<file path="src/rtl/mix_columns_engine.sv">
// AES MixColumns / InvMixColumns engine for a full 128-bit state.
// It mixes LANES columns per clock in place and holds the result until the consumer takes it.
module mix_columns_engine #(
  parameter int LANES  = 4,
  parameter int INV_EN = 1
) (
  input  logic         clk,
  input  logic         rst,
  input  logic         in_valid,
  output logic         in_ready,
  input  logic [127:0] in_state,
  input  logic         in_inv,
  output logic         out_valid,
  input  logic         out_ready,
  output logic [127:0] out_state,
  output logic         busy,
  output logic [1:0]   dbg_state
);

  // Handshakes: a transfer happens on a rising edge where valid and ready are both high;
  // ready is a pure state decode, and the producer holds valid and data until it is accepted.

  if (LANES != 1 && LANES != 2 && LANES != 4) begin : g_lanes_check
    $error("mix_columns_engine: LANES must be 1, 2 or 4");
  end

  typedef enum logic [1:0] {
    IDLE = 2'd0,
    RUN  = 2'd1,
    DONE = 2'd2
  } state_t;

  state_t       state, next_state;
  logic [127:0] work, next_work;
  logic [1:0]   cnt;
  logic         mode;
  logic         last_grp;

  function automatic logic [7:0] xt(input logic [7:0] b);
    return {b[6:0], 1'b0} ^ (b[7] ? 8'h1b : 8'h00);
  endfunction

  // The inverse matrix factors as the forward matrix times a cheap pre-conditioner.
  function automatic logic [31:0] mix_col(input logic [31:0] col, input logic inv);
    logic [7:0] a0, a1, a2, a3, u, v;
    a0 = col[31:24];
    a1 = col[23:16];
    a2 = col[15:8];
    a3 = col[7:0];
    if (inv) begin
      u  = xt(xt(a0 ^ a2));
      v  = xt(xt(a1 ^ a3));
      a0 = a0 ^ u;
      a1 = a1 ^ v;
      a2 = a2 ^ u;
      a3 = a3 ^ v;
    end
    return {xt(a0) ^ xt(a1) ^ a1 ^ a2 ^ a3,
            a0 ^ xt(a1) ^ xt(a2) ^ a2 ^ a3,
            a0 ^ a1 ^ xt(a2) ^ xt(a3) ^ a3,
            xt(a0) ^ a0 ^ a1 ^ a2 ^ xt(a3)};
  endfunction

  // One mixer per lane; cnt steers each lane to its column in the working register.
  always_comb begin
    next_work = work;
    for (int l = 0; l < LANES; l++) begin
      int c;
      c = int'(cnt) + l;
      next_work[127-32*c -: 32] = mix_col(work[127-32*c -: 32], mode);
    end
  end

  assign last_grp = (int'(cnt) + LANES) == 4;

  always_comb begin
    next_state = state;
    in_ready   = (state == IDLE);
    out_valid  = (state == DONE);
    busy       = (state != IDLE);
    case (state)
      IDLE:    if (in_valid) next_state = RUN;
      RUN:     if (last_grp) next_state = DONE;
      DONE:    if (out_ready) next_state = IDLE;
      default: next_state = IDLE;
    endcase
  end

  always_ff @(posedge clk) begin
    if (rst) begin
      state <= IDLE;
      cnt   <= 2'd0;
      mode  <= 1'b0;
      work  <= '0;
    end else begin
      state <= next_state;
      case (state)
        IDLE: if (in_valid) begin
          work <= in_state;
          mode <= in_inv & (INV_EN != 0);
          cnt  <= 2'd0;
        end
        RUN: begin
          work <= next_work;
          cnt  <= cnt + 2'(LANES);
        end
        default: ;
      endcase
    end
  end

  // Partial results in RUN are never exposed.
  assign out_state = (state == DONE) ? work : '0;
  assign dbg_state = state;

endmodule

</file>
<file path="config.mk">
export PLATFORM = sky130hd
export DESIGN_NAME = mix_columns_engine
export DESIGN_NICKNAME = d
export VERILOG_FILES = /design/src/rtl/mix_columns_engine.sv
export SDC_FILE = /design/constraint.sdc
export NUM_CORES = 1
export LEC_CHECK = 0
export CAP_MARGIN = 20
export CORE_MARGIN = 3
export CORE_UTILIZATION = 55
export CTS_CLUSTER_SIZE = 14
export DETAILED_ROUTE_END_ITERATION = 8
export PLACE_DENSITY = 0.91
export SYNTH_ARGS = -nofsm -noshare
export SYNTH_HDL_FRONTEND = slang
export SYNTH_SLANG_ARGS = --single-unit
</file>
<file path="constraint.sdc">
create_clock -name clk -period 7.6 [get_ports clk]
set_clock_uncertainty 0.05 [all_clocks]
set_input_delay 1.52 -clock clk [delete_from_list [all_inputs] [get_ports clk]]
set_output_delay 1.52 -clock clk [all_outputs]
set_load 0.03 [all_outputs]
</file>
==> impl_metrics.json <==
{
  "run_status": "completed",
  "grt_max_degree": 80,
  "syn-cell-area_um2": 12800,
  "max-vdd-ir-drop_mv": 0.146,
  "hold_path.class": "reg -> reg",
  "multi_input_area_um2": 9830,
  "starting_density_of_the_core": 0.564,
  "wirelength_um": 38600,
  "critPathRequiredTime_ps": 6030,
  "antenna_cells": 0,
  "drc_errors": 0,
  "synth.mux.area_fraction": 0.00234,
  "async_reset_ff_frac": 0,
  "overflow": 0,
  "synth.avg_cell_area_um2": 8.88,
  "cp_slowest_stage_delay_ps": 800,
  "clock_latency_ps": 420,
  "seqPwrFrac": 0.196,
  "fp.dieW_um": 159,
  "cts_sinks": 131,
  "yosys.cell_types.count": 39,
  "synth_simple_gate_area_frac": 0.160,
  "core.rowCount": 55,
  "clk_transition_reported_paths_ps": 60,
  "final.fill_count": 1666,
  "die_h_um": 159,
  "setup-tns-final_ps": 0,
  "synth_sequential_area_ratio": 0.204,
  "count_of_flip_flops_with_a_built_in_enable_after_synthesis": 0,
  "h_tree_level_count": 4,
  "switching_share_of_power": 0.397,
  "sequential_cell_area_um2": 2620,
  "die_area_um2": 25200,
  "post_drt_via_cell_ratio": 5.67,
  "tritoncts": "yes",
  "fin_nets": 1769,
  "mostFrequentLayoutCell": "sky130_fd_sc_hd__xnor2_1",
  "drv_slew": 0,
  "worstPathMaxFanout": 79,
  "first_iter_violations": 1064,
  "synth.largest_area_cell": "sky130_fd_sc_hd__xnor2_1",
  "clock_power_share": 0.185,
  "pwr-share-comb": 0.620,
  "synth-seq-cells": 131,
  "postLayoutSetupSlackWorst_ps": 2780,
  "core_area_um2": 22800,
  "dr_wl_met2_um": 19200,
  "combinational_family_with_the_most_area_after_synthesis": "XOR/XNOR gates",
  "grt_pass1_wl_um": 61900,
  "synth_adder_area_share": 0,
  "place.port_buffers": 265,
  "wl_met1_um": 15800,
  "final_core_utilization": 0.713,
  "grt_pass1_vias": 11200,
  "final_design_area_no_fill_um2": 16200,
  "post_synth_xor_area_fraction": 0.503,
  "data_arrival_time_at_the_worst_slack_endpoint_ps": 3250,
  "drive_above_1_share": 0.0413,
  "placed_cell_area_um2": 15600,
  "worstSetupPathType": "reg -> out",
  "yosys_warn_count": 0,
  "route.top_layer_used": "met4",
  "post-cts-setup-buffer-count": 0,
  "place.detailed.hpwl_um": 27900,
  "layout_common_cells": "sky130_fd_sc_hd__xnor2_1 (314), sky130_fd_sc_hd__clkdlybuf4s50_1 (264), sky130_fd_sc_hd__xor2_1 (224)",
  "timing.critical_path.from_type": "register",
  "place_worst_setup_slack_ps": 3150,
  "cellInternalPower_mw": 3.14,
  "setup_viol": 0,
  "timing.final.crit_period_ps": 4820,
  "top_level_ports": 266,
  "final_min_period_over_clock_period": 0.634,
  "power-per-cell-area_nw_per_um2": 321,
  "grt_antenna_before_repair": 0,
  "synthesis.nets": 1579,
  "antenna_violating_nets_post_route": 0,
  "detailroute.wirelength.met3_um": 2730,
  "clk_path_buf_depth": 2,
  "cts-resized-gates": 0,
  "detailroute.via_count": 11100,
  "relative_slew_slack": 0.385,
  "net-switching-power_mw": 2.07,
  "gr-usage-all-layers": 0.300,
  "finalHoldViolations": 0,
  "synth_top_cells_by_area": "sky130_fd_sc_hd__xnor2_1 (21%), sky130_fd_sc_hd__dfxtp_1 (20%), sky130_fd_sc_hd__xor2_1 (15%), sky130_fd_sc_hd__xnor3_1 (10%), sky130_fd_sc_hd__and2_1 (6.4%)",
  "first_pass_iters": 9,
  "synth_compound_gate_area_share": 0.0987,
  "post_drt_wl_per_cell_um": 19.7,
  "max_freq_ghz": 0.207,
  "critical-path-slowest-cell": "sky130_fd_sc_hd__nor2b_4",
  "timing.critical_path.cells": "nor2b_4 -> buf_4 -> and2_2 -> clkdlybuf4s50_1",
  "place_congestion": 0.927,
  "yosysTopAreaCellShare": 0.214,
  "cts_root_buf": "sky130_fd_sc_hd__clkbuf_16",
  "synthesized_netlist_cell_count": 1446,
  "layout-area-overhead-vs-synth_pct": 26.4,
  "cts-buffers-inserted": 17,
  "power.leakage_nw": 6.42,
  "cap_viol_max_count": 0,
  "rsz0062_at_grt": "no",
  "dominantRegCellSynth": "sky130_fd_sc_hd__dfxtp_1",
  "critPathCaptureType": "output port",
  "cts-hold-fix-buffers": 0,
  "worst_pin_slew_ps": 920
}
[power by group through the flow]
stage               logic, mW  clock network [mW]  registers, mW
floorplan                2.65                   0          0.926
global placement         3.08                   0           1.02
detailed placement       3.16                   0           1.03
CTS                      3.21               0.967           1.01
global route             3.46               0.998           1.03
finish                   3.23               0.963           1.02
[state kept, by name, indices dropped and copies added (netlist names)]
register,cells
work,128
dbg_state,2
mode,1
[layout make-up]
cell class / instances / share of cell area
repair buffers: 274 / 0.167
flip-flops and latches: 131 / 0.162
clock buffers: 18 / 0.0270
well taps: 313 / 0.0241
inverters: 1 / 0.000231
clock inverters: 13 / 0.0143
multi-input cells: 1211 / 0.605
[worst paths after layout]
check	start	endpoint	slack [ps]	depth (start not counted)
worst max-delay path	dbg_state[1]	out_state[6]	2780	4
worst max register to register	mode	work[115]	3940	8
worst min register to register	work[114]	work[114]	500	2
worst min-delay path	work[114]	work[114]	500	2
[metal layers]
metal  up-vias  GRT usage
li1       5170          -
met1      5337      0.389
met2       548      0.515
met3        71     0.0438
met5         -          0
met4         0     0.0983
[Yosys cell counts (11+ instances only)]
library cell,number
sky130_fd_sc_hd__xnor2_1,314
sky130_fd_sc_hd__dfxtp_1,131
sky130_fd_sc_hd__nor2_1,126
sky130_fd_sc_hd__xnor3_1,58
sky130_fd_sc_hd__nand2_1,163
sky130_fd_sc_hd__a311oi_1,39
sky130_fd_sc_hd__clkbuf_1,89
sky130_fd_sc_hd__a211oi_1,15
sky130_fd_sc_hd__xor2_1,224
sky130_fd_sc_hd__a222oi_1,63
sky130_fd_sc_hd__a21oi_1,11
sky130_fd_sc_hd__and2_1,132
[critical path: cells and delay by family, from the launching register on]
| kind | cells | cell delay, ps |
|---|---|---|
| AND/OR/NAND/NOR | 2 | 1050 |
| buffers and inverters | 2 | 1290 |
| flip-flops | 1 | 470 |
[cell families (layout without fill, tap and decap cells)]
| kind of cell | after synthesis | after routing |
|---|---|---|
| AO/OA/AOI/OAI | 147 | 147 |
| XOR/XNOR | 618 | 618 |
| buffers and inverters | 104 | 306 |
| flip-flops | 131 | 131 |
| multiplexers | 3 | 3 |
| AND/OR/NAND/NOR | 443 | 443 |
[stage by stage]
stage	hold slack (ps)	power [mW]	instances
2_1_floorplan	432	3.58	1446
3_5_place_dp	486	4.18	1930
5_1_grt	512	5.49	1961
4_1_cts	496	5.19	1961
6_report	496	5.21	1961
3_3_place_gp	483	4.10	1930
No activity file was read; power rests on OpenSTA's default activity.
